==> src/rtl/vx_kmu_cta_dispatch_pkg.sv <==
// -----------------------------------------------------------------------------
// VX_kmu_pkg
//   Shared types for the KMU CTA dispatcher and the KMU request bus:
//     - build-time defaults for XLEN / NUM_THREADS / NUM_WARPS
//     - kmu_state_e    : dispatcher FSM states
//     - kmu_cmd_t      : latched launch command
//     - kmu_req_data_t : one per-CTA request on VX_kmu_bus_if
// -----------------------------------------------------------------------------
`ifndef XLEN
`define XLEN 32
`endif
`ifndef NUM_THREADS
`define NUM_THREADS 4
`endif
`ifndef NUM_WARPS
`define NUM_WARPS 4
`endif

package VX_kmu_pkg;

  localparam int KMU_XLEN        = `XLEN;
  localparam int KMU_NUM_THREADS = `NUM_THREADS;
  localparam int KMU_NUM_WARPS   = `NUM_WARPS;
  // Wide enough to hold the value NUM_WARPS itself (a full CTA).
  localparam int KMU_NW_BITS     = $clog2(KMU_NUM_WARPS + 1);

  typedef enum logic [1:0] {
    KMU_IDLE     = 2'd0,
    KMU_SETUP    = 2'd1,
    KMU_DISPATCH = 2'd2,
    KMU_DONE     = 2'd3
  } kmu_state_e;

  typedef struct packed {
    logic [KMU_XLEN-1:0] start_pc;
    logic [KMU_XLEN-1:0] param;
    logic [31:0]         grid_x;
    logic [31:0]         grid_y;
    logic [31:0]         grid_z;
    logic [31:0]         block_size;
  } kmu_cmd_t;

  typedef struct packed {
    logic [KMU_NW_BITS-1:0]     num_warps;
    logic [KMU_XLEN-1:0]        start_pc;
    logic [KMU_XLEN-1:0]        param;
    logic [31:0]                x;
    logic [31:0]                y;
    logic [31:0]                z;
    logic [31:0]                cta_id;
    logic [KMU_NUM_THREADS-1:0] remain_mask;
  } kmu_req_data_t;

endpackage

==> src/rtl/VX_kmu_bus_if.sv <==
// -----------------------------------------------------------------------------
// VX_kmu_bus_if
//   Valid/ready request channel carrying one kmu_req_data_t per CTA.
//   master: drives req_valid/req_data, samples req_ready
//   slave : samples req_valid/req_data, drives req_ready
// -----------------------------------------------------------------------------
interface VX_kmu_bus_if;
  import VX_kmu_pkg::*;

  logic          req_valid;
  kmu_req_data_t req_data;
  logic          req_ready;

  modport master (
    output req_valid,
    output req_data,
    input  req_ready
  );

  modport slave (
    input  req_valid,
    input  req_data,
    output req_ready
  );

endinterface

==> src/rtl/vx_kmu_cta_dispatch_grid_iter.sv <==
// -----------------------------------------------------------------------------
// VX_kmu_grid_iter
//   3-D x-fastest wrap counter with a linear id.
//   Ports:
//     clk, reset          : clock, synchronous active-high reset
//     clear               : zero the counters and latch grid bounds
//     step                : advance one position (ignored while clear)
//     grid_x/y/z          : grid bounds, sampled only on clear
//     x, y, z             : current coordinates
//     id                  : linear position, wraps modulo 2^32
//     last                : current position is the final one of the grid
// -----------------------------------------------------------------------------
module VX_kmu_grid_iter (
  input  logic        clk,
  input  logic        reset,
  input  logic        clear,
  input  logic        step,
  input  logic [31:0] grid_x,
  input  logic [31:0] grid_y,
  input  logic [31:0] grid_z,
  output logic [31:0] x,
  output logic [31:0] y,
  output logic [31:0] z,
  output logic [31:0] id,
  output logic        last
);

  // Bounds are held as (dim - 1) so the wrap tests are plain equality.
  logic [31:0] max_x_q, max_y_q, max_z_q;
  logic [31:0] x_q, y_q, z_q, id_q;
  logic [31:0] x_d, y_d, z_d, id_d;
  logic        x_wrap, y_wrap, z_wrap;

  assign x_wrap = (x_q == max_x_q);
  assign y_wrap = (y_q == max_y_q);
  assign z_wrap = (z_q == max_z_q);

  always_comb begin
    x_d  = x_q;
    y_d  = y_q;
    z_d  = z_q;
    id_d = id_q;
    if (clear) begin
      x_d  = '0;
      y_d  = '0;
      z_d  = '0;
      id_d = '0;
    end else if (step) begin
      id_d = id_q + 32'd1;
      if (x_wrap) begin
        x_d = '0;
        if (y_wrap) begin
          y_d = '0;
          z_d = z_q + 32'd1;
        end else begin
          y_d = y_q + 32'd1;
        end
      end else begin
        x_d = x_q + 32'd1;
      end
    end
  end

  always_ff @(posedge clk) begin
    if (reset) begin
      x_q     <= '0;
      y_q     <= '0;
      z_q     <= '0;
      id_q    <= '0;
      max_x_q <= '0;
      max_y_q <= '0;
      max_z_q <= '0;
    end else begin
      x_q  <= x_d;
      y_q  <= y_d;
      z_q  <= z_d;
      id_q <= id_d;
      if (clear) begin
        // A zero bound underflows here, but the dispatcher never steps
        // through a grid with a zero dimension.
        max_x_q <= grid_x - 32'd1;
        max_y_q <= grid_y - 32'd1;
        max_z_q <= grid_z - 32'd1;
      end
    end
  end

  assign x    = x_q;
  assign y    = y_q;
  assign z    = z_q;
  assign id   = id_q;
  assign last = x_wrap && y_wrap && z_wrap;

endmodule

==> src/rtl/vx_kmu_cta_dispatch.sv <==
// -----------------------------------------------------------------------------
// vx_kmu_cta_dispatch
//   Accepts one kernel-launch command, walks the CTA grid x-fastest and emits
//   one KMU request per CTA, with warp count and last-warp thread mask.
//   Ports:
//     clk, reset                 : clock, synchronous active-high reset
//     start_valid / start_ready  : launch command handshake (ready == idle)
//     start_pc, param            : kernel entry PC and argument pointer
//     grid_x/y/z                 : grid dimensions in CTAs
//     block_size                 : threads per CTA
//     kmu_bus_if                 : per-CTA request channel (master side)
//     busy                       : command in progress
//     done                       : one-cycle pulse at command completion
//     error                      : one-cycle pulse when a CTA needs more
//                                  than NUM_WARPS warps (command dropped)
//   NUM_THREADS must be a power of two >= 2 and match the package width
//   used for remain_mask; NUM_WARPS must match the package width used for
//   num_warps.
// -----------------------------------------------------------------------------
module vx_kmu_cta_dispatch
  import VX_kmu_pkg::*;
#(
  parameter int NUM_THREADS = KMU_NUM_THREADS,
  parameter int NUM_WARPS   = KMU_NUM_WARPS
) (
  input  logic                clk,
  input  logic                reset,
  input  logic                start_valid,
  output logic                start_ready,
  input  logic [KMU_XLEN-1:0] start_pc,
  input  logic [KMU_XLEN-1:0] param,
  input  logic [31:0]         grid_x,
  input  logic [31:0]         grid_y,
  input  logic [31:0]         grid_z,
  input  logic [31:0]         block_size,
  VX_kmu_bus_if.master        kmu_bus_if,
  output logic                busy,
  output logic                done,
  output logic                error
);

  localparam int LOG2_NT = $clog2(NUM_THREADS);

  kmu_state_e                 state_q, state_d;
  kmu_cmd_t                   cmd_q;
  logic [KMU_NW_BITS-1:0]     num_warps_q;
  logic [NUM_THREADS-1:0]     mask_q;

  // SETUP-cycle arithmetic, all from the latched command.
  logic [32:0]                warps_full;
  logic [LOG2_NT-1:0]         rem;
  logic [NUM_THREADS-1:0]     mask_calc;
  logic                       cmd_zero;
  logic                       cmd_over;

  logic                       req_valid;
  logic                       iter_clear;
  logic                       iter_step;
  logic [31:0]                cta_x, cta_y, cta_z, cta_id;
  logic                       cta_last;

  // Ceil-divide by the warp width; 33 bits keeps the carry when block_size
  // is close to 2^32 so such commands are still seen as oversized.
  assign warps_full = ({1'b0, cmd_q.block_size} + 33'(NUM_THREADS - 1)) >> LOG2_NT;
  assign rem        = cmd_q.block_size[LOG2_NT-1:0];
  assign cmd_zero   = (cmd_q.grid_x == '0) || (cmd_q.grid_y == '0) ||
                      (cmd_q.grid_z == '0) || (cmd_q.block_size == '0);
  assign cmd_over   = (warps_full > 33'(NUM_WARPS));

  // Last-warp mask: lanes below rem are active; rem == 0 means a full warp.
  generate
    for (genvar gi = 0; gi < NUM_THREADS; gi++) begin : g_mask
      assign mask_calc[gi] = (rem == '0) || (LOG2_NT'(gi) < rem);
    end
  endgenerate

  always_ff @(posedge clk) begin
    if (reset) begin
      state_q     <= KMU_IDLE;
      cmd_q       <= '0;
      num_warps_q <= '0;
      mask_q      <= '0;
    end else begin
      state_q <= state_d;
      // Fields are captured once; later input changes are not followed.
      if (state_q == KMU_IDLE && start_valid) begin
        cmd_q <= '{start_pc:   start_pc,
                   param:      param,
                   grid_x:     grid_x,
                   grid_y:     grid_y,
                   grid_z:     grid_z,
                   block_size: block_size};
      end
      if (state_q == KMU_SETUP) begin
        // Truncation only matters for oversized commands, which never
        // reach DISPATCH.
        num_warps_q <= KMU_NW_BITS'(warps_full);
        mask_q      <= mask_calc;
      end
    end
  end

  always_comb begin
    state_d     = state_q;
    start_ready = 1'b0;
    busy        = 1'b1;
    done        = 1'b0;
    error       = 1'b0;
    req_valid   = 1'b0;
    case (state_q)
      KMU_IDLE: begin
        start_ready = 1'b1;
        busy        = 1'b0;
        if (start_valid) state_d = KMU_SETUP;
      end
      KMU_SETUP: begin
        if (cmd_zero) begin
          state_d = KMU_DONE;
        end else if (cmd_over) begin
          error   = 1'b1;
          state_d = KMU_DONE;
        end else begin
          state_d = KMU_DISPATCH;
        end
      end
      KMU_DISPATCH: begin
        req_valid = 1'b1;
        if (kmu_bus_if.req_ready && cta_last) state_d = KMU_DONE;
      end
      KMU_DONE: begin
        done    = 1'b1;
        state_d = KMU_IDLE;
      end
      default: state_d = KMU_IDLE;
    endcase
  end

  assign iter_clear = (state_q == KMU_SETUP);
  assign iter_step  = req_valid && kmu_bus_if.req_ready;

  VX_kmu_grid_iter u_grid_iter (
    .clk    (clk),
    .reset  (reset),
    .clear  (iter_clear),
    .step   (iter_step),
    .grid_x (cmd_q.grid_x),
    .grid_y (cmd_q.grid_y),
    .grid_z (cmd_q.grid_z),
    .x      (cta_x),
    .y      (cta_y),
    .z      (cta_z),
    .id     (cta_id),
    .last   (cta_last)
  );

  // Request payload comes only from registers, so it is stable while
  // the request waits on req_ready.
  assign kmu_bus_if.req_valid = req_valid;
  assign kmu_bus_if.req_data  = '{num_warps:   num_warps_q,
                                  start_pc:    cmd_q.start_pc,
                                  param:       cmd_q.param,
                                  x:           cta_x,
                                  y:           cta_y,
                                  z:           cta_z,
                                  cta_id:      cta_id,
                                  remain_mask: mask_q};

endmodule
==> src/flat_wrapper.sv <==
// flat-port wrapper written by rule: the top's interface ports become plain ports
module vx_kmu_cta_dispatch_flat import VX_kmu_pkg::*;
#(
  parameter int NUM_THREADS = KMU_NUM_THREADS,
  parameter int NUM_WARPS   = KMU_NUM_WARPS
)
  (clk, reset, start_valid, start_ready, start_pc, param, grid_x, grid_y, grid_z, block_size, busy, done, error, kmu_bus_if_req_valid, kmu_bus_if_req_data, kmu_bus_if_req_ready);
  VX_kmu_bus_if kmu_bus_if_i ();
  input  logic clk;
  input  logic reset;
  input  logic start_valid;
  output logic start_ready;
  input  logic [KMU_XLEN-1:0] start_pc;
  input  logic [KMU_XLEN-1:0] param;
  input  logic [31:0] grid_x;
  input  logic [31:0] grid_y;
  input  logic [31:0] grid_z;
  input  logic [31:0] block_size;
  output logic busy;
  output logic done;
  output logic error;
  output wire logic [$bits(kmu_bus_if_i.req_valid)-1:0] kmu_bus_if_req_valid;
  output wire logic [$bits(kmu_bus_if_i.req_data)-1:0] kmu_bus_if_req_data;
  input wire logic [$bits(kmu_bus_if_i.req_ready)-1:0] kmu_bus_if_req_ready;
  assign kmu_bus_if_req_valid = kmu_bus_if_i.req_valid;
  assign kmu_bus_if_req_data = kmu_bus_if_i.req_data;
  assign kmu_bus_if_i.req_ready = kmu_bus_if_req_ready;
  vx_kmu_cta_dispatch #(.NUM_THREADS(NUM_THREADS), .NUM_WARPS(NUM_WARPS)) u_core (.clk(clk), .reset(reset), .start_valid(start_valid), .start_ready(start_ready), .start_pc(start_pc), .param(param), .grid_x(grid_x), .grid_y(grid_y), .grid_z(grid_z), .block_size(block_size), .kmu_bus_if(kmu_bus_if_i), .busy(busy), .done(done), .error(error));
endmodule
==> config.mk <==
export PLATFORM = sky130hd
export DESIGN_NAME = vx_kmu_cta_dispatch_flat
export DESIGN_NICKNAME = d
export VERILOG_FILES = /design/src/rtl/vx_kmu_cta_dispatch_pkg.sv /design/src/rtl/VX_kmu_bus_if.sv /design/src/rtl/vx_kmu_cta_dispatch_grid_iter.sv /design/src/rtl/vx_kmu_cta_dispatch.sv /design/src/flat_wrapper.sv
export SDC_FILE = /design/constraint.sdc
export NUM_CORES = 1
export LEC_CHECK = 0
export ABC_AREA = 0
export CAP_MARGIN = 20
export CORE_AREA = 3 3 315 162
export CTS_CLUSTER_DIAMETER = 80
export DETAILED_ROUTE_END_ITERATION = 12
export DIE_AREA = 0 0 318 165
export GPL_ROUTABILITY_DRIVEN = 0
export GPL_TIMING_DRIVEN = 0
export MAX_ROUTING_LAYER = met4
export PLACE_DENSITY = 0.65
export SLEW_MARGIN = 40
export SYNTH_ARGS = -nofsm -noshare
export SYNTH_HDL_FRONTEND = slang
export SYNTH_SLANG_ARGS = --single-unit
==> constraint.sdc <==
create_clock -name clk -period 5.6 [get_ports clk]
set_input_delay 0.56 -clock clk [delete_from_list [all_inputs] [get_ports clk]]
set_output_delay 0.56 -clock clk [all_outputs]
set_load 0.005 [all_outputs]
==> results.yml, run 1 <==
synth:
  synth_area_sq_mm: 0.0197
  synth_ff_type: "dfxtp_1"
  yosysTopAreaCell: "dfxtp_1"
  yosysSeqAreaShare: 0.431
  synth_largest_type_area_fraction: 0.431
  post_synth.cell_area_avg_sq_um: 8.03
  synthTopCellsByArea: "dfxtp_1, nand2_1, xor2_1, a21oi_1, nor2_1"
  ys_ff_latch: 425
  ys_types: 64
  synth_edf_count: 0
  synth_nets: 2664
  yosysWarnings: 0
  synthCells: 2454
  synth-async-reset-ratio: 0
critical_path:
  critPathMaxFanout: 7
  start_kind: "flip-flop"
  cpMaxStageDelayCell: "nor4_2"
  cp.required_ps: 5040
  path_buf_inv: 2
  r2r_setup_slack_ps: 1910
  rr_worst_depth: 9
  reg2reg_to: "u_core.u_grid_iter.z[18]"
  r2r_start: "u_core.u_grid_iter.x[29]"
  crit_start: "u_core.cmd_q[0]"
  critPathCaptureType: "output pin"
  critPathMaxStageDelay_ps: 660
  crit_family: "simple AND/OR/NAND/NOR gates"
  worstSetupPathType: "flip-flop to output pin"
  arrival_ps: 4030
  path_cells: "inv_1, ha_1, nand4b_1, nor4_2, a211oi_1, a41o_1, nand4_1, nor3_1, nor3b_1, clkdlybuf4s50_1"
sta:
  setup_viol: 0
  timing.clock.skew_ps: 19.7
  finalHoldViolCount: 0
  tightest_slew_ps: 877
  clock.fmax_mhz: 218
  fin_setup_tns_ps: 0
  layout_setup_ws_ps: 1010
  rsz0062_at_grt: "no"
  finalCriticalPeriod_ps: 4590
  max-slew-margin-rel: 0.416
  timing.final.max_slew_violations: 0
  finalCritPeriodShare: 0.820
cts:
  cts_tree: "yes"
  cts_hold_buf: 0
  htreeDepth: 2
  cts.sinks: 425
  cts_made_buffers: 42
  clock_tree.buffer_depth: 3
  cts_resized: 0
  clock_latency_ps: 560
  root_buffer: "clkbuf_16"
  clk_pin_slew_ps: 60
  cts_setup_buffers: 0
die:
  die_w_um: 318
  initial_utilization: 0.408
  die_h_um: 165
  die-area_sq_mm: 0.0525
  core-area_sq_mm: 0.0483
  rows: 57
  ioPinCount: 400
final_layout:
  area_delta_synth_final_pct: 32.0
  final_common_cell: "nand2_1"
  fillers: 4584
  utilization: 0.539
  mostFrequentLayoutCells: "nand2_1, dfxtp_1, clkdlybuf4s50_1, nor2_1, a21oi_1"
  drive_above_1_share: 0.0553
  fin_cells: 3583
  fin_nets: 3107
pwr:
  internal_power_mw: 6.92
  power.share.clock: 0.278
  total_power_mw: 10.8
  p_sw_mw: 3.93
  comb_power_share: 0.343
  seqPwrFrac: 0.378
  p_sw_frac: 0.362
  p_leak_nw: 9.45
  p_per_area_mw_per_mm2: 417
  peakVddDrop_mv: 0.263
global_routing:
  grt_max_degree: 15
  grt_usage: 0.242
  grt_pass1_vias: 17500
  grt_overflow: 0
  grt_pass1_wl_um: 98200
  antenna_found_initial: 3
hold_path:
  min-delay-path-class: "flip-flop to flip-flop"
  hold_depth: 2
  min-delay-start: "u_core.kmu_bus_if.req_data[134]"
  hold_end: "u_core.kmu_bus_if.req_data[134]"
drt:
  wl_per_cell_um: 18.0
  drt-initial-drc-count: 1266
  ant_nets: 0
  wl_um: 64400
  drcViolationCount: 0
  vias: 18700
  via_per_inst: 5.22
  dr.pass1.iters: 5
placed_design:
  hpwl_um: 49100
  place_ws_ps: 1650
  dp.cells: 3502
  io_buffers: 399
status:
  status: "completed"
run:
  cap_violations: 0
worst register-to-register path: cells and delay by family, from the launching register on:
| kind | cells | cell delay (ps) |
|---|---|---|
| AOI/OAI and AO/OA | 2 | 360 |
| buffers and inverters | 2 | 640 |
| DFF | 1 | 500 |
| and+or+nand+nor | 4 | 1910 |
| xor gates and xnor gates | 1 | 140 |
synthesized netlist by cell type, drive strengths merged, types with 9 or more instances:
master  instances
nand3          44
or4            22
xnor2         102
a211oi         85
a21oi         229
buf            88
nor4           74
or2            10
clkbuf        110
xor2          164
and3           16
inv            38
nand2         474
nand4          53
nor3           52
a311oi         16
nor2          260
ha             14
dfxtp         425
or3            48
o21ai          39
and4           11
o31ai           9
and2           11
worst max path at each step:
stage,endpoint,slack [ps],cells past startpoint
floorplan,error,2610,9
global placement,error,1630,10
detailed placement,error,1650,10
CTS,error,1040,10
global route,error,750,10
finish,error,1010,10
metal layers:
| metal | global-route usage | vias to the layer above | share of wire |
|---|---|---|---|
| met2 | 0.404 | 487 | 0.48 |
| met1 | 0.307 | 8849 | 0.44 |
| met5 | - | - | 0 |
| met4 | 0.0711 | 0 | 0.026 |
| li1 | - | 9255 | - |
| met3 | 0.0329 | 101 | 0.052 |
stage by stage:
stage / hold slack (ps) / instance area (sq um)
floorplan: 437 / 19700
global placement: 442 / 24500
detailed placement: 447 / 24500
CTS: 456 / 26000
global route: 471 / 26000
finish: 453 / 26000
registers in the layout, indices dropped and copies added (netlist names):
signal / flops
u_core.cmd_q: 128
u_core.kmu_bus_if.req_data: 64
u_core.u_grid_iter.id: 32
u_core.u_grid_iter.max_x_q: 32
u_core.u_grid_iter.max_y_q: 32
u_core.u_grid_iter.max_z_q: 32
u_core.u_grid_iter.x: 32
u_core.u_grid_iter.y: 32
u_core.u_grid_iter.z: 32
u_core.mask_q: 4
u_core.num_warps_q: 3
u_core.state_q: 2
power groups by stage:
stage / Clock (mW) / Combinational (mW) / Sequential, mW
finish: 3.02 / 3.72 / 4.10
global route: 3.20 / 4.14 / 4.16
CTS: 3.06 / 3.73 / 4.09
detailed placement: 0 / 3.71 / 4.16
global placement: 0 / 3.66 / 4.14
floorplan: 0 / 2.51 / 3.99
cells by family after synthesis:
family / share of synthesized area
AO/OA/AOI/OAI: 0.124
XOR/XNOR: 0.118
adder cells (fa/ha/maj): 0.00888
buffers and inverters: 0.0577
flip-flops: 0.431
multiplexers: 0.00305
AND/OR/NAND/NOR: 0.257
layout make-up:
type | count | area, sq um | area share
sequential | 425 | 8510 | 0.327
antenna | 3 | 7.51 | 0.000289
clock buffer | 67 | 1330 | 0.0511
inverter | 38 | 143 | 0.00548
buffer | 198 | 1000 | 0.0384
clock inverter | 11 | 136 | 0.00524
timing repair buffer | 399 | 3990 | 0.153
tap | 649 | 812 | 0.0312
multi-input combinational | 1793 | 10100 | 0.388
No activity file was read; power rests on OpenSTA's default activity.
==> run 2: changes to the inputs <==
clock period = 4.44 ns   (was 5.6 ns; I/O delays follow)
==> run 2 against run 1 <==
Against the previous run:
- final area up 0.18%
- register-to-register slack worse by 1200 ps
- critical endpoint unchanged
- first-iteration DRC count up 5.8%
==> results.yml, run 2 (synthesized netlist as in run 1, its figures left out) <==
status:
  status: "completed"
die:
  rows: 57
  ioPinCount: 400
  die-area_sq_mm: 0.0525
  die_w_um: 318
  core-area_sq_mm: 0.0483
  die_h_um: 165
  initial_utilization: 0.408
critical_path:
  critPathMaxFanout: 7
  arrival_ps: 3840
  crit_family: "simple AND/OR/NAND/NOR gates"
  cpMaxStageDelayCell: "clkdlybuf4s50_1"
  r2r_start: "u_core.u_grid_iter.x[25]"
  critPathMaxStageDelay_ps: 600
  start_kind: "flip-flop"
  cp.required_ps: 4000
  critPathMostFrequentCell: "nor3b_1"
  r2r_setup_slack_ps: 730
  reg2reg_to: "u_core.u_grid_iter.z[18]"
  rr_worst_depth: 9
  path_buf_inv: 2
  path_cells: "clkbuf_1, nand4_1, nor4_4, nand3_1, nor3b_1, o32ai_1, nor3_1, nor3b_1, clkdlybuf4s50_1"
  worstSetupPathType: "flip-flop to output pin"
  critPathCaptureType: "output pin"
pwr:
  peakVddDrop_mv: 0.331
  p_per_area_mw_per_mm2: 525
  internal_power_mw: 8.72
  p_leak_nw: 9.48
  power.share.clock: 0.278
  p_sw_mw: 4.96
  comb_power_share: 0.344
  p_sw_frac: 0.363
  seqPwrFrac: 0.378
sta:
  hold_ws_ps: 439
  max-slew-margin-rel: 0.420
  layout_setup_ws_ps: 158
  finalCriticalPeriod_ps: 4280
  clock.fmax_mhz: 234
  timing.final.max_slew_violations: 0
  timing.clock.skew_ps: 18.5
  fin_setup_tns_ps: 0
  finalHoldViolCount: 0
  setup_viol: 0
  finalCritPeriodShare: 0.964
  tightest_slew_ps: 862
global_routing:
  grt_pass1_wl_um: 98200
  grt_pass1_vias: 17500
  grt_usage: 0.242
  grt_max_degree: 15
  antenna_found_initial: 3
  grt_overflow: 0
placed_design:
  place_ws_ps: 608
  hpwl_um: 49100
  io_buffers: 399
  dp.cells: 3502
cts:
  clock_latency_ps: 550
  cts_hold_buf: 0
  cts.sinks: 425
  clk_pin_slew_ps: 70
  cts_tree: "yes"
  root_buffer: "clkbuf_16"
  htreeDepth: 2
  clock_tree.buffer_depth: 3
  cts_made_buffers: 42
final_layout:
  mostFrequentLayoutCells: "nand2_1, dfxtp_1, clkdlybuf4s50_1, nor2_1, a21oi_1"
  area_delta_synth_final_pct: 32.2
  fillers: 4581
  regMostFlops: "u_core.cmd_q"
  multi_input_area_sq_mm: 0.0101
  final_common_cell: "nand2_1"
  fin_cells: 3587
  regArea_sq_mm: 0.00851
  largest_reg_flops: 128
  fin_nets: 3110
  drive_above_1_share: 0.0566
drt:
  ant_nets: 0
  wl_um: 64400
  via_per_inst: 5.21
  dr_wl_met3_um: 2870
  vias: 18700
  dr.pass1.iters: 5
  wl_per_cell_um: 18.0
  drt-initial-drc-count: 1340
  highest_layer: "met4"
  drcViolationCount: 0
  met1_length_um: 28700
  wl_met2_um: 31200
hold_path:
  min-delay-start: "grid_z[21]"
  hold_end: "u_core.cmd_q[53]"
  hold_depth: 3
  min-delay-path-class: "input pin to flip-flop"
run:
  cap_violations: 0
-- run 2: cell count changes in the layout (fill, tap and decap cells not counted) --
cell	before	now
nor4_4	1	2
o2111ai_4	0	1
diode_2	3	4
dfxtp_1	425	424
dfxtp_2	0	1
buf_4	64	67
nor4_2	4	3
o2111ai_2	1	0
-- run 2: stage by stage --
step,power (mW),cell area (sq um),utilization
after floorplan,8.20,19700,-
after global placement,9.83,24500,0.508
after detailed placement,9.92,24500,0.508
after CTS,13.7,26000,0.539
after global routing,14.5,26100,0.540
final,13.7,26100,0.540
-- run 2: worst max path at each step --
stage	start	depth (start not counted)	endpoint	slack [ps]
after floorplan	u_core.cmd_q[0]	9	error	1570
after global placement	u_core.cmd_q[0]	10	error	590
after detailed placement	u_core.cmd_q[0]	10	error	610
after CTS	u_core.cmd_q[10]	9	error	50
after global routing	u_core.cmd_q[10]	9	error	-10
final	u_core.cmd_q[10]	9	error	160
-- run 2: power by group through the flow --
| stage | Combinational, mW | Clock, mW | Sequential, mW |
|---|---|---|---|
| floorplan | 3.16 | 0 | 5.04 |
| global placement | 4.62 | 0 | 5.22 |
| detailed placement | 4.67 | 0 | 5.24 |
| CTS | 4.70 | 3.87 | 5.16 |
| global route | 5.22 | 4.03 | 5.25 |
| finish | 4.70 | 3.81 | 5.18 |
-- run 2: metal layers --
metal,vias up,global-route usage
met2,451,0.404
met1,8877,0.307
met5,-,-
met4,0,0.0711
met3,96,0.0329
li1,9270,-
-- run 2: worst reg2reg max path, stage by stage (launching register included) --
cell,delay (ps)
dfxtp_1,520
xor2_1,120
nor4_1,400
nand4_1,390
nor3_1,720
nand4_1,420
clkbuf_1,340
clkbuf_1,300
o21ai_0,260
a21oi_1,110
-- run 2: cell type report --
cell class              count  area share
diodes                      4    0.000384
plain buffers             198      0.0384
clock buffers              67      0.0510
clock inverters            11     0.00523
inverters                  38     0.00547
multi-input cells        1793       0.388
flip-flops and latches    425       0.326
well taps                 649      0.0312
repair buffers            402       0.154
-- run 2: timing repair --
item | in CTS | in global routing
endpoints found under the setup margin | 1 | 1
buffers inserted | 0 | 3
pin swaps | 0 | 2
resized for setup | 1 | 2
==> run 3: changes to the inputs <==
SETUP_SLACK_MARGIN = 0.15   (was unset)
==> run 3 against run 2 <==
Against the previous run:
- cell count increased by 0.11%
- non-clock buffer count grew 4
- register-to-register slack hardly changed
- setup slack better by 170 ps
- combinational power is essentially flat
- clock power is essentially flat
- utilization is 0.086 points higher
- clock-buffer cell count unchanged
- routed wire length hardly changed
- die area unchanged
- critical path type unchanged
==> results.yml, run 3 (synthesized netlist as in run 1, its figures left out) <==
status:
  status: "completed"
global_routing:
  grt_max_degree: 15
  use_met3: 0.0329
  grt_pass1_vias: 17500
  grt_usage: 0.242
  top_usage_layer: "met2"
  globalRouteMet2Util: 0.405
  grt_pass1_wl_um: 98200
  antenna_found_initial: 3
  grt_overflow: 0
  use_met1: 0.307
critical_path:
  crit_family: "simple AND/OR/NAND/NOR gates"
  cpMaxStageDelayCell: "clkdlybuf4s50_1"
  r2r_setup_slack_ps: 730
  reg2reg_to: "u_core.u_grid_iter.z[18]"
  r2r_start: "u_core.u_grid_iter.x[29]"
  critPathMaxStageDelay_ps: 600
  path_buf_inv: 2
  critPathCaptureType: "output pin"
  cp.required_ps: 4000
  critPathMaxFanout: 7
  start_kind: "flip-flop"
  arrival_ps: 3670
  rr_worst_depth: 9
  critPathMostFrequentCell: "nor3b_1"
  path_cells: "clkbuf_1, nand4_1, nor4_4, nand3_1, nor3b_1, o32ai_1, nor3_1, nor3b_1, clkdlybuf4s50_1"
  worstSetupPathType: "flip-flop to output pin"
drt:
  drcViolationCount: 0
  vias: 18700
  drt-initial-drc-count: 1240
  via_per_inst: 5.21
  wl_per_cell_um: 17.9
  dr.pass1.iters: 5
  wl_um: 64400
  ant_nets: 0
sta:
  tightest_slew_ps: 887
  finalCriticalPeriod_ps: 4110
  max-slew-margin-rel: 0.409
  fin_setup_tns_ps: 0
  finalHoldViolCount: 0
  finalCritPeriodShare: 0.926
  timing.clock.skew_ps: 19.6
  timing.final.max_slew_violations: 0
  setup_viol: 0
  rsz0062_at_grt: "no"
  clock.fmax_mhz: 243
placed_design:
  place_area_sq_mm: 0.0245
  io_buffers: 399
  dp.cells: 3502
  hpwl_um: 49100
die:
  die_h_um: 165
  die-area_sq_mm: 0.0525
  ioPinCount: 400
  rows: 57
  die_w_um: 318
  initial_utilization: 0.408
  core-area_sq_mm: 0.0483
cts:
  cts.sinks: 425
  cts_made_buffers: 42
  htreeDepth: 2
  cts_tree: "yes"
  clk_pin_slew_ps: 70
  root_buffer: "clkbuf_16"
  clock_latency_ps: 560
  clock_tree.buffer_depth: 3
final_layout:
  largest_reg_flops: 128
  area_delta_synth_final_pct: 32.4
  regArea_sq_mm: 0.00851
  drive_above_1_share: 0.0585
  fillers: 4574
  utilization: 0.541
  fin_cells: 3591
  multi_input_area_sq_mm: 0.0101
  regMostFlops: "u_core.cmd_q"
  fin_nets: 3114
  final_common_cell: "nand2_1"
  mostFrequentLayoutCells: "nand2_1, dfxtp_1, clkdlybuf4s50_1, nor2_1, a21oi_1"
  stdcell_area_sq_mm: 0.0261
hold_path:
  min-delay-path-class: "input pin to flip-flop"
  hold_depth: 3
  min-delay-start: "grid_z[21]"
  hold_end: "u_core.cmd_q[53]"
pwr:
  peakVddDrop_mv: 0.332
  p_per_area_mw_per_mm2: 524
  p_leak_nw: 9.50
run:
  cap_violations: 0
## run 3: repair_timing
item / 4_1_cts / 5_1_grt
buffers inserted: 2 / 5
hold buffers: 0 / 0
gates resized for setup: 1 / 5
endpoints found under the setup margin: 1 / 1
pin swaps: 3 / 1
## run 3: layout make-up
class / instances / area share
antenna: 4 / 0.000383
buffer: 198 / 0.0383
clock buffer: 67 / 0.0509
clock inverter: 11 / 0.00522
inverter: 38 / 0.00546
multi-input combinational: 1793 / 0.388
sequential: 425 / 0.326
tap: 649 / 0.0311
timing repair buffer: 406 / 0.155
## run 3: how the worst max path moves through the flow
| stage | start | endpoint | slack [ps] | cells after the start |
|---|---|---|---|---|
| final | u_core.cmd_q[14] | error | 330 | 9 |
| after global placement | u_core.cmd_q[0] | error | 590 | 10 |
| after detailed placement | u_core.cmd_q[0] | error | 610 | 10 |
| after CTS | u_core.cmd_q[0] | error | 190 | 10 |
| after floorplan | u_core.cmd_q[0] | error | 1570 | 9 |
| after global routing | u_core.cmd_q[5] | error | 160 | 10 |
## run 3: worst min-delay path: stages
cell and delay, ps:
clkdlybuf4s50_1 390, nand2_1 60, a21oi_1 50
## run 3: power by group
group          switching [mW]  total [mW]  internal (mW)
registers               0.652        5.18           4.53
clock network            1.58        3.81           2.23
logic                    2.74        4.70           1.97
## run 3: stage by stage
stage / hold WS (ps) / total power, mW / setup WS, ps
3_3_place_gp: 442 / 9.83 / 590
2_1_floorplan: 437 / 8.20 / 1570
4_1_cts: 414 / 13.7 / 189
5_1_grt: 426 / 14.5 / 163
6_report: 437 / 13.7 / 329
3_5_place_dp: 447 / 9.92 / 608
## run 3: layer usage
metal | part of all wire | up-vias
met5 | 0 | -
met4 | 0.026 | 0
met3 | 0.049 | 101
met2 | 0.48 | 470
met1 | 0.44 | 8848
li1 | - | 9273
